`src/rtl/audio_gain_stage.sv`:
```
// Audio gain stage: one sample per clk_sample_i rising edge, Q2.6 gain, saturating, 3-cycle edge-to-load latency.
// Optional macro AUDIO_GAIN_RAMP_EN: cur_gain slews by one LSB per accepted sample toward gain_i.
module audio_gain_stage #(
  parameter int DATA_W = 24,
  parameter int GAIN_W = 8
) (
  input  logic              clk_12mhz_i,
  input  logic              rst_i,
  input  logic              en_i,
  input  logic              clk_sample_i,
  input  logic [DATA_W-1:0] sample_i,
  input  logic [GAIN_W-1:0] gain_i,
  input  logic              mute_i,
  output logic [DATA_W-1:0] data_o,
  output logic              load_o,
  output logic              sat_o,
  output logic              overrun_o
);

  localparam int PROD_W = DATA_W + GAIN_W + 1;
  localparam int SHR_W  = PROD_W - 6;
  localparam int TOP_W  = SHR_W - DATA_W + 1;

  typedef enum logic [1:0] {
    IDLE = 2'd0,
    MULT = 2'd1,
    SAT  = 2'd2,
    LOAD = 2'd3
  } state_t;

  state_t                   state_q, state_d;
  logic                     clk_sample_q;
  logic                     edge_s, accept_s;
  logic [DATA_W-1:0]        sample_q, sample_d;
  logic [GAIN_W-1:0]        cur_gain_q, cur_gain_d;
  logic signed [PROD_W-1:0] prod_q, prod_d;
  logic signed [PROD_W-1:0] sample_ext_s, gain_ext_s;
  logic [DATA_W-1:0]        data_q, data_d;
  logic                     load_q, load_d;
  logic                     sat_q, sat_d;
  logic                     overrun_q, overrun_d;
  logic [DATA_W:0]          sat_res_s;

  // Returns {clipped, value}: product >>> 6 clamped to the DATA_W two's complement range.
  function automatic logic [DATA_W:0] saturate(input logic signed [PROD_W-1:0] p);
    logic [SHR_W-1:0] s;
    logic [TOP_W-1:0] top;
    s   = p[PROD_W-1:6];
    top = s[SHR_W-1:DATA_W-1];
    if ((&top) || (~|top)) begin
      saturate = {1'b0, s[DATA_W-1:0]};
    end else if (s[SHR_W-1]) begin
      saturate = {1'b1, 1'b1, {(DATA_W-1){1'b0}}};
    end else begin
      saturate = {1'b1, 1'b0, {(DATA_W-1){1'b1}}};
    end
  endfunction

  assign edge_s       = clk_sample_i & ~clk_sample_q;
  assign accept_s     = edge_s & en_i & (state_q == IDLE);
  assign sample_ext_s = {{(GAIN_W+1){sample_q[DATA_W-1]}}, sample_q};
  assign gain_ext_s   = {{DATA_W{1'b0}}, 1'b0, cur_gain_q};
  assign sat_res_s    = saturate(prod_q);

  // State register.
  always_ff @(posedge clk_12mhz_i) begin
    if (rst_i) begin
      state_q <= IDLE;
    end else begin
      state_q <= state_d;
    end
  end

  // Next-state logic: each active state lasts exactly one cycle.
  always_comb begin
    state_d = state_q;
    case (state_q)
      IDLE: begin
        if (accept_s) begin
          state_d = MULT;
        end else begin
          state_d = IDLE;
        end
      end
      MULT:    state_d = SAT;
      SAT:     state_d = LOAD;
      LOAD:    state_d = IDLE;
      default: state_d = IDLE;
    endcase
  end

  // Datapath next-state; edges outside IDLE are dropped and flagged.
  always_comb begin
    sample_d   = sample_q;
    cur_gain_d = cur_gain_q;
    prod_d     = prod_q;
    data_d     = data_q;
    load_d     = 1'b0;
    sat_d      = sat_q;
    overrun_d  = overrun_q;
    case (state_q)
      IDLE: begin
        if (accept_s) begin
          sample_d = sample_i;
`ifdef AUDIO_GAIN_RAMP_EN
          if (gain_i > cur_gain_q) begin
            cur_gain_d = cur_gain_q + GAIN_W'(1);
          end else if (gain_i < cur_gain_q) begin
            cur_gain_d = cur_gain_q - GAIN_W'(1);
          end else begin
            cur_gain_d = cur_gain_q;
          end
`else
          cur_gain_d = gain_i;
`endif
        end else begin
          sample_d = sample_q;
        end
      end
      MULT: begin
        overrun_d = overrun_q | edge_s;
        if (mute_i) begin
          prod_d = {PROD_W{1'b0}};
        end else begin
          prod_d = sample_ext_s * gain_ext_s;
        end
      end
      SAT: begin
        overrun_d = overrun_q | edge_s;
        data_d    = sat_res_s[DATA_W-1:0];
        load_d    = 1'b1;
        sat_d     = sat_q | sat_res_s[DATA_W];
      end
      LOAD: begin
        overrun_d = overrun_q | edge_s;
      end
      default: begin
        overrun_d = overrun_q;
      end
    endcase
  end

  // Datapath and output registers.
  always_ff @(posedge clk_12mhz_i) begin
    if (rst_i) begin
      clk_sample_q <= 1'b0;
      sample_q     <= {DATA_W{1'b0}};
      cur_gain_q   <= GAIN_W'(64);
      prod_q       <= {PROD_W{1'b0}};
      data_q       <= {DATA_W{1'b0}};
      load_q       <= 1'b0;
      sat_q        <= 1'b0;
      overrun_q    <= 1'b0;
    end else begin
      clk_sample_q <= clk_sample_i;
      sample_q     <= sample_d;
      cur_gain_q   <= cur_gain_d;
      prod_q       <= prod_d;
      data_q       <= data_d;
      load_q       <= load_d;
      sat_q        <= sat_d;
      overrun_q    <= overrun_d;
    end
  end

  assign data_o    = data_q;
  assign load_o    = load_q;
  assign sat_o     = sat_q;
  assign overrun_o = overrun_q;

endmodule

```
`config.mk`:
```
export PLATFORM = sky130hd
export DESIGN_NAME = audio_gain_stage
export DESIGN_NICKNAME = d
export VERILOG_FILES = /design/src/rtl/audio_gain_stage.sv
export SDC_FILE = /design/constraint.sdc
export NUM_CORES = 1
export LEC_CHECK = 0
export ABC_AREA = 1
export CAP_MARGIN = 15
export CORE_MARGIN = 5
export CORE_UTILIZATION = 60
export DETAILED_ROUTE_END_ITERATION = 10
export PLACE_DENSITY_LB_ADDON = 0.1
export SLEW_MARGIN = 25
export SYNTH_ARGS = -nofsm -noshare
export SYNTH_HDL_FRONTEND = slang
export SYNTH_SLANG_ARGS = --single-unit
export TNS_END_PERCENT = 1
```
`constraint.sdc`:
```
create_clock -name clk_12mhz_i -period 4.8 [get_ports clk_12mhz_i]
set_input_delay 0.48 -clock clk_12mhz_i [delete_from_list [all_inputs] [get_ports clk_12mhz_i]]
set_output_delay 0.48 -clock clk_12mhz_i [all_outputs]
set_load 0.03 [all_outputs]
```
==> results.yml, run 1 <==
critical_path:
  worst-path-buf-inv: 3
  crit_path_end_kind: "flop"
  cp_max_fo: 9
  required_ns: 5.03
  crit_chain: "nand2_1 -> fa_1 -> inv_1 -> fa_1 -> fa_1 -> inv_1 -> fa_1 -> inv_1 -> ha_1 -> a21oi_1 -> o21ai_0 -> a21oi_1 -> nand2_4 -> o21ai_0 -> a21oi_1"
  worstSetupPathType: "reg -> reg"
  r2r-start: "sample_q[9]"
  critPathLaunch: "sample_q[9]"
  critical_path.top_delay_family: "adder cells"
  cp_slowest_cell: "fa_1"
  slowest_delay_ns: 0.56
  arrival_ns: 4.74
  cp_common_cell: "fa_1"
  cp-start-kind: "flop"
grt:
  grt_busiest_layer: "met2"
  grt_pass1_vias: 9288
  antenna_found_initial: 0
  grt_pass1_wl_um: 43100
  met3_usage_pct: 2.60
  grtUsageMet2_pct: 47.3
  grtUsageTotal_pct: 26.3
  overflow: 0
  use_met1_pct: 32.8
  grt_max_degree: 34
synthesis:
  ys_seq_elements: 89
  synthTopCellsByArea: "fa_1 29%, dfxtp_1 17%, inv_1 12%, nand2_1 12%, ha_1 7.8%"
  yosys_most_used_dff: "dfxtp_1"
  post-synth-top-count-cell: "inv_1"
  ys_types: 36
  synth_area_leader_cell: "fa_1"
  syn-num-nets: 1697
  syn-cell-area_mm2: 0.0104
  ys_seq_area_share_pct: 17.1
  netlist_instances: 1446
  synth_edf_count: 0
  yosysWarnings: 0
  ys_top_cells_by_count: "343 x inv_1, 336 x nand2_1, 149 x fa_1"
  yosysTopAreaCellShare_pct: 28.7
  async_reset_ff_share_pct: 0
  avgSynthCellArea_um2: 7.19
status:
  status: "completed"
place:
  numPortBuffers: 63
  dp_cells: 1696
  dp_hpwl_um: 19500
  gp_congestion: 0.869
  placedInstanceArea_mm2: 0.0113
floorplanning:
  core_region_area_mm2: 0.0172
  dieArea_mm2: 0.0201
  die_h_um: 142
  rows: 48
  start_util_pct: 60.5
  die_width_um: 142
  io_pins: 64
job:
  drv_cap: 0
hold_path:
  hp-class: "reg -> reg"
  holdCritStartpoint: "prod_q[20]"
detailed_routing:
  wirelength_um: 24200
  drc: 0
  vias_per_cell: 5.13
  wire_per_inst_um: 14.1
  vias: 8788
  drtIter0Drc: 413
  drt_first_pass_iters: 5
  ant_nets: 0
pwr:
  finalPower_mw: 2.21
  irDropWorstVdd_uv: 162
  p_leak_nw: 6.34
  power_density_mw_per_mm2: 190
final_layout:
  multiInputGateArea_mm2: 0.00705
  nNetsFinal: 1733
  areaGrowthSynthToFinish_pct: 12.0
  drive_gt1_share_pct: 6.12
  fin_cells: 1712
  nFillCells: 1550
  fin_area_mm2: 0.0116
  seqCellArea_mm2: 0.00179
  diodes: 0
timing:
  fin_setup_tns_ns: 0
  fin_crit_sh_pct: 93.8
  hold_viol_final: 0
  slew-limit-headroom_pct: 46.8
  post-route-min-period_ns: 4.50
  worst_pin_slew_ns: 0.798
  grt_setup_unrepaired: "false"
  max_freq_mhz: 222
  slew_viol_final: 0
  setup_violations: 0
  fin_skew_ns: 0.0132
cts:
  path_clk_slew_ns: 0.07
  root_buffer: "clkbuf_16"
  cts_buffers: 9
  numClockSinks: 89
  cts-htree-levels: 3
  clk_latency_ns: 0.37
  cts_tree: "built"
  post_cts_buffers: 0
  cts_max_path_buffers: 2
## power breakdown
group | internal, mW | switching [mW] | total (mW) | leakage (nW)
clock network | 0.362 | 0.363 | 0.726 | 0.137
registers | 0.778 | 0.0496 | 0.828 | 0.727
logic | 0.265 | 0.391 | 0.657 | 5.47
total | 1.41 | 0.804 | 2.21 | 6.34
## state kept, by name (all words and copies together), names as in the netlist, 2 cells and up
register and flops:
prod_q 27, cur_gain_q 8, state_q 2, sample_q 24, data_o 24
## area by class of cell
class	count	area share (%)
Tap cell	225	2.42
Multi-Input combinational cell	941	60.6
Inverter	344	11.1
Clock inverter	7	0.559
Clock buffer	9	1.93
Timing Repair Buffer	97	8.04
Sequential cell	89	15.4
## layer usage
layer | wire length [µm] | vias up
met4 | 716 | 0
met3 | 786 | 52
met5 | 0 | -
met2 | 12400 | 183
li1 | - | 4347
met1 | 10300 | 4206
## metrics by stage
stage	hold WS (ns)	util (%)	setup WS, ns
after detailed placement	0.456	66.0	0.228
after floorplan	0.442	-	0.430
after global placement	0.452	66.0	0.310
final	0.466	67.8	0.296
after global routing	0.485	67.8	0.00639
after CTS	0.466	67.6	0.214
## cell usage in the layout, fill, tap and decap left out, types with 13 or more instances in the layout
master	count
a21oi_1	80
fa_1	148
ha_1	64
clkdlybuf4s50_1	63
inv_1	342
dfxtp_1	82
nor2_1	111
buf_4	30
nand3_1	42
nand2_1	336
o21ai_0	82
nand2_2	13
## worst min-delay path: cells and delay by family (launching register included)
family | cells | cell delay [ns]
AOI/OAI and AO/OA | 1 | 0.05
DFF | 1 | 0.31
and+or+nand+nor | 1 | 0.06
## cell families after synthesis
logic type,synth area share [%]
fa+ha+maj,36.5
xor+xnor,0.421
flops,17.1
compound gates,9.60
simple gates,21.2
buf+inv,15.2
## path summary, 6_finish.rpt
check	end	slack (ns)	cells after the start
hold / removal	prod_q[20]	0.47	2
setup reg to reg	prod_q[16]	0.30	15
hold reg to reg	prod_q[20]	0.47	2
setup / recovery	prod_q[16]	0.30	15
## repair_timing
item	in CTS	in global routing
endpoints found under the hold margin	0	0
endpoints found under the setup margin	0	7
gates resized for setup	0	10
hold buffers	0	0
Power figures use the tool's default switching activity.
==> run 2: changes to the inputs <==
Settings changed: CTS_BUF_LIST set to sky130_fd_sc_hd__clkbuf_4 sky130_fd_sc_hd__clkbuf_8.
Clock period 4.8 ns to 5.1 ns, I/O delays scaled along.
==> results.yml, run 2 (synthesis gave the netlist of run 1 again) <==
pwr:
  finalPower_mw: 1.89
  power_density_mw_per_mm2: 166
  irDropWorstVdd_uv: 130
  p_leak_nw: 6.21
critical_path:
  r2r-start: "cur_gain_q[0]"
  worstSetupPathType: "reg -> reg"
  worst_r2r_path_depth: 17
  required_ns: 5.42
  cp_max_fo: 24
  crit_path_end_kind: "flop"
  arrival_ns: 5.05
  r2r_slack_ns: 0.37
  cp-start-kind: "flop"
  r2r_end: "prod_q[21]"
floorplanning:
  die_width_um: 142
  die_h_um: 142
  dieArea_mm2: 0.0201
  start_util_pct: 60.5
  core_region_area_mm2: 0.0172
  rows: 48
  io_pins: 64
grt:
  grt_pass1_wl_um: 42700
  grt_max_degree: 34
  antenna_found_initial: 0
  grtUsageTotal_pct: 26.1
  grt_pass1_vias: 9105
  overflow: 0
cts:
  root_buffer: "clkbuf_8"
  cts_buffers: 9
  path_clk_slew_ns: 0.10
  cts_tree: "built"
  cts-htree-levels: 3
  postCtsResizedCells: 0
  cts_max_path_buffers: 2
  post_cts_buffers: 0
  numClockSinks: 89
  clk_latency_ns: 0.40
  holdBufCountCts: 0
status:
  status: "completed"
timing:
  hold_viol_final: 0
  fin_setup_tns_ns: 0
  max_freq_mhz: 211
  worst_pin_slew_ns: 0.830
  setup_violations: 0
  post-route-min-period_ns: 4.73
  fin_skew_ns: 0.0204
  holdWs_ns: 0.470
  slew_viol_final: 0
  fin_crit_sh_pct: 92.8
  slew-limit-headroom_pct: 44.7
  grt_setup_unrepaired: "false"
detailed_routing:
  drtIter0Drc: 464
  wire_per_inst_um: 14.4
  vias: 8835
  wirelength_um: 24500
  drt_first_pass_iters: 5
  ant_nets: 0
  drc: 0
  vias_per_cell: 5.21
place:
  dp_hpwl_um: 19500
  gp_congestion: 0.913
  placedInstanceArea_mm2: 0.0112
  numPortBuffers: 63
final_layout:
  nNetsFinal: 1716
  largest_register: "prod_q"
  nFillCells: 1585
  utilization_pct: 66.3
  diodes: 0
  layout_common_cells: "342 x inv_1, 336 x nand2_1, 149 x fa_1"
  layout_commonest_cell: "inv_1"
  areaGrowthSynthToFinish_pct: 9.50
  drive_gt1_share_pct: 4.35
  fin_area_mm2: 0.0114
  largest_register_ffs: 27
job:
  drv_cap: 0
hold_path:
  hp-class: "reg -> reg"
  min_path_cells: 2
  holdCritStartpoint: "prod_q[22]"
  hold_end: "prod_q[22]"
-- run 2: changes by cell type in the layout (fill, tap and decap cells not counted), moves of 7 or more --
cell       before  now
buf_4          30   15
clkbuf_16       9    0
dfxtp_2         7    0
clkbuf_8        0    9
dfxtp_1        82   89
-- run 2: power breakdown --
part	switching, mW	internal, mW	total, mW
clock	0.327	0.192	0.519
combinational	0.359	0.230	0.589
sequential	0.0513	0.732	0.783
-- run 2: through the flow --
step / std cells / worst slack (ns)
2_1_floorplan: 1446 / 0.730
6_report: 1695 / 0.367
3_5_place_dp: 1679 / 0.347
4_1_cts: 1695 / 0.326
5_1_grt: 1695 / 0.0974
3_3_place_gp: 1679 / 0.335
-- run 2: metal layers --
layer / GRT usage [%] / share of wire [%] / routed length [µm]
met1: 32.1 / 42 / 10300
met3: 3.10 / 3.8 / 920
met4: 7.58 / 2.0 / 489
met5: 0 / 0 / 0
met2: 47.9 / 52 / 12700
-- run 2: worst max-delay path, stage by stage (launching register included) --
cell and delay (ns):
dfxtp_1 0.32, buf_4 0.28, nand2_1 0.13, fa_1 0.55, inv_1 0.06, fa_1 0.49, fa_1 0.55, inv_1 0.05
fa_1 0.47, inv_1 0.04, ha_1 0.35, a21oi_1 0.29, o21ai_0 0.18, a21oi_1 0.20, nand3_1 0.17, a21boi_0 0.19
o21ai_0 0.19, a21oi_1 0.16
-- run 2: worst max-delay path by stage --
| stage | start | cells after the start | end |
|---|---|---|---|
| 2_1_floorplan | cur_gain_q[3] | 17 | prod_q[9] |
| 3_3_place_gp | cur_gain_q[0] | 16 | prod_q[21] |
| 3_5_place_dp | cur_gain_q[0] | 16 | prod_q[21] |
| 4_1_cts | cur_gain_q[0] | 16 | prod_q[21] |
| 5_1_grt | cur_gain_q[0] | 17 | prod_q[21] |
| 6_report | cur_gain_q[0] | 17 | prod_q[21] |
-- run 2: layout make-up --
class                      count  area (µm²)  area share [%]
tap                          225         282            2.47
multi-input combinational    941        7050            61.9
clock inverter                 7        76.3           0.670
timing repair buffer          80         783            6.88
clock buffer                   9         124            1.09
inverter                     344        1290            11.3
sequential                    89        1780            15.7
==> run 3: changes to the inputs <==
--- a/config.mk
+++ b/config.mk
@@ -6,5 +6,5 @@
 export NUM_CORES = 1
 export LEC_CHECK = 0
-export ABC_AREA = 1
+export ABC_AREA = 0
 export CAP_MARGIN = 15
 export CORE_MARGIN = 5
==> constraint.sdc (replaced) <==
create_clock -name clk_12mhz_i -period 5.1 [get_ports clk_12mhz_i]
set_input_delay 0.51 -clock clk_12mhz_i [delete_from_list [all_inputs] [get_ports clk_12mhz_i]]
set_output_delay 0.51 -clock clk_12mhz_i [all_outputs]
set_load 0.1 [all_outputs]
==> results.yml, run 3 <==
pwr:
  p_int_mw: 1.06
  irDropWorstVdd_uv: 116
  p_comb_share_pct: 24.6
  swShare_pct: 36.7
  power_density_mw_per_mm2: 152
  p_clk_share_pct: 30.1
  seqPwrFrac_pct: 45.3
  p_leak_nw: 5.59
  power.net_switching_uw: 617
timing:
  fin_setup_tns_ns: 0
  hold_viol_final: 0
  max_freq_mhz: 207
  setup_violations: 0
  fin_crit_sh_pct: 94.6
  slew_viol_final: 0
  holdWs_ns: 0.463
  slew-limit-headroom_pct: 32.3
  fin_skew_ns: 0.0142
  post-route-min-period_ns: 4.83
  grt_setup_unrepaired: "false"
  worst_pin_slew_ns: 1.01
final_layout:
  fin_cells: 1454
  layout_common_cells: "209 x inv_1, 193 x nand2_1, 149 x fa_1"
  nNetsFinal: 1484
  fin_area_mm2: 0.0110
  areaGrowthSynthToFinish_pct: 11.8
  utilization_pct: 68.9
  layout_commonest_cell: "inv_1"
  largest_register_ffs: 27
  drive_gt1_share_pct: 6.30
  largest_register: "prod_q"
  diodes: 0
floorplanning:
  io_pins: 64
  core_region_area_mm2: 0.0160
  rows: 46
  die_h_um: 138
  dieArea_mm2: 0.0191
  start_util_pct: 61.6
  die_width_um: 138
detailed_routing:
  drt_first_pass_iters: 5
  wire_per_inst_um: 15.1
  vias: 7829
  ant_nets: 0
  vias_per_cell: 5.38
  drc: 0
  drtIter0Drc: 543
  wirelength_um: 22000
synthesis:
  ys_seq_elements: 89
  ys_top_cells_by_count: "209 x inv_1, 193 x nand2_1, 149 x fa_1"
  yosysWarnings: 0
  async_reset_ff_share_pct: 0
  syn-cell-area_mm2: 0.00986
  synthTopCellsByArea: "fa_1 30%, dfxtp_1 18%, ha_1 8.2%, inv_1 8.0%, nand2_1 7.3%"
  synth_area_leader_cell: "fa_1"
  ys_seq_area_share_pct: 18.1
  syn-num-nets: 1433
  netlist_instances: 1182
  ys_types: 53
  post-synth-top-count-cell: "inv_1"
  yosys_most_used_dff: "dfxtp_1"
  yosysTopAreaCellShare_pct: 30.2
  avgSynthCellArea_um2: 8.34
  synth_edf_count: 0
critical_path:
  cp-start-kind: "flop"
  cp_max_fo: 24
  worstSetupPathType: "reg -> reg"
  crit_path_end_kind: "flop"
  arrival_ns: 5.11
  required_ns: 5.39
grt:
  grtUsageTotal_pct: 24.8
  use_met1_pct: 28.8
  overflow: 0
  antenna_found_initial: 0
  grt_pass1_wl_um: 39400
  grt_busiest_layer: "met2"
  grt_max_degree: 40
  met3_usage_pct: 4.03
  grt_pass1_vias: 8449
  grtUsageMet2_pct: 45.4
cts:
  cts_tree: "built"
  cts-htree-levels: 3
  clk_latency_ns: 0.40
  cts_max_path_buffers: 2
  path_clk_slew_ns: 0.11
  root_buffer: "clkbuf_8"
  holdBufCountCts: 0
  cts_buffers: 9
  numClockSinks: 89
status:
  status: "completed"
place:
  dp_cells: 1438
  dp_hpwl_um: 17600
  placedInstanceArea_mm2: 0.0108
  gp_congestion: 0.848
  numPortBuffers: 63
job:
  drv_cap: 0
hold_path:
  hp-class: "reg -> reg"
-- run 3: metal layers --
| metal | up-vias | share of wire, % |
|---|---|---|
| met5 | - | 0 |
| met1 | 3878 | 40 |
| met2 | 146 | 52 |
| met4 | 0 | 3.8 |
| met3 | 57 | 3.4 |
| li1 | 3748 | - |
-- run 3: through the flow --
| stage | setup WS, ns | total power [mW] |
|---|---|---|
| after CTS | 0.104 | 1.69 |
| after floorplan | 0.388 | 1.05 |
| final | 0.274 | 1.68 |
| after global routing | 0.0456 | 1.77 |
| after detailed placement | 0.136 | 1.19 |
| after global placement | 0.224 | 1.18 |
-- run 3: power by group through the flow --
stage	Sequential, mW	Clock, mW	Combinational (mW)
global placement	0.775	0	0.408
detailed placement	0.776	0	0.415
finish	0.761	0.506	0.414
floorplan	0.845	0	0.206
CTS	0.760	0.517	0.417
global route	0.767	0.550	0.457
-- run 3: worst paths after layout --
check	end	cells past startpoint	startpoint	slack, ns
worst max-delay path	prod_q[25]	17	cur_gain_q[0]	0.27
worst min-delay path	prod_q[20]	2	prod_q[20]	0.46
worst max register to register	prod_q[25]	17	cur_gain_q[0]	0.27
worst min register to register	prod_q[20]	2	prod_q[20]	0.46
-- run 3: repair_timing --
| action | in CTS | in global routing |
|---|---|---|
| buffers inserted | 0 | 0 |
| setup endpoints to repair | 0 | 8 |
| gates resized for setup | 0 | 7 |
-- run 3: cell families after synthesis --
logic type      count (synthesis)  share of synthesized area (%)
simple gates                  411                           19.9
xor+xnor                       24                           2.13
fa+ha+maj                     214                           38.5
flops                          89                           18.1
compound gates                167                           10.4
buf+inv                       272                           10.4
mux                             5                          0.520
-- run 3: area by class of cell --
| cell class | instances | area [µm²] |
|---|---|---|
| clock inverter | 7 | 70.1 |
| tap | 216 | 270 |
| sequential | 89 | 1790 |
| multi-input combinational | 821 | 7050 |
| fill | 1414 | 4970 |
| timing repair buffer | 103 | 938 |
| inverter | 209 | 785 |
| clock buffer | 9 | 124 |
-- run 3: critical path, cell delays in order, from the launching register on --
cell,delay [ns]
dfxtp_1,0.37
buf_12,0.18
nand2_1,0.09
fa_1,0.54
inv_1,0.05
fa_1,0.49
fa_1,0.55
inv_1,0.05
fa_1,0.47
inv_1,0.04
ha_1,0.32
and3_1,0.21
and4_4,0.20
a32oi_2,0.22
a21o_1,0.24
a31oi_1,0.12
or3_1,0.31
a32o_1,0.24
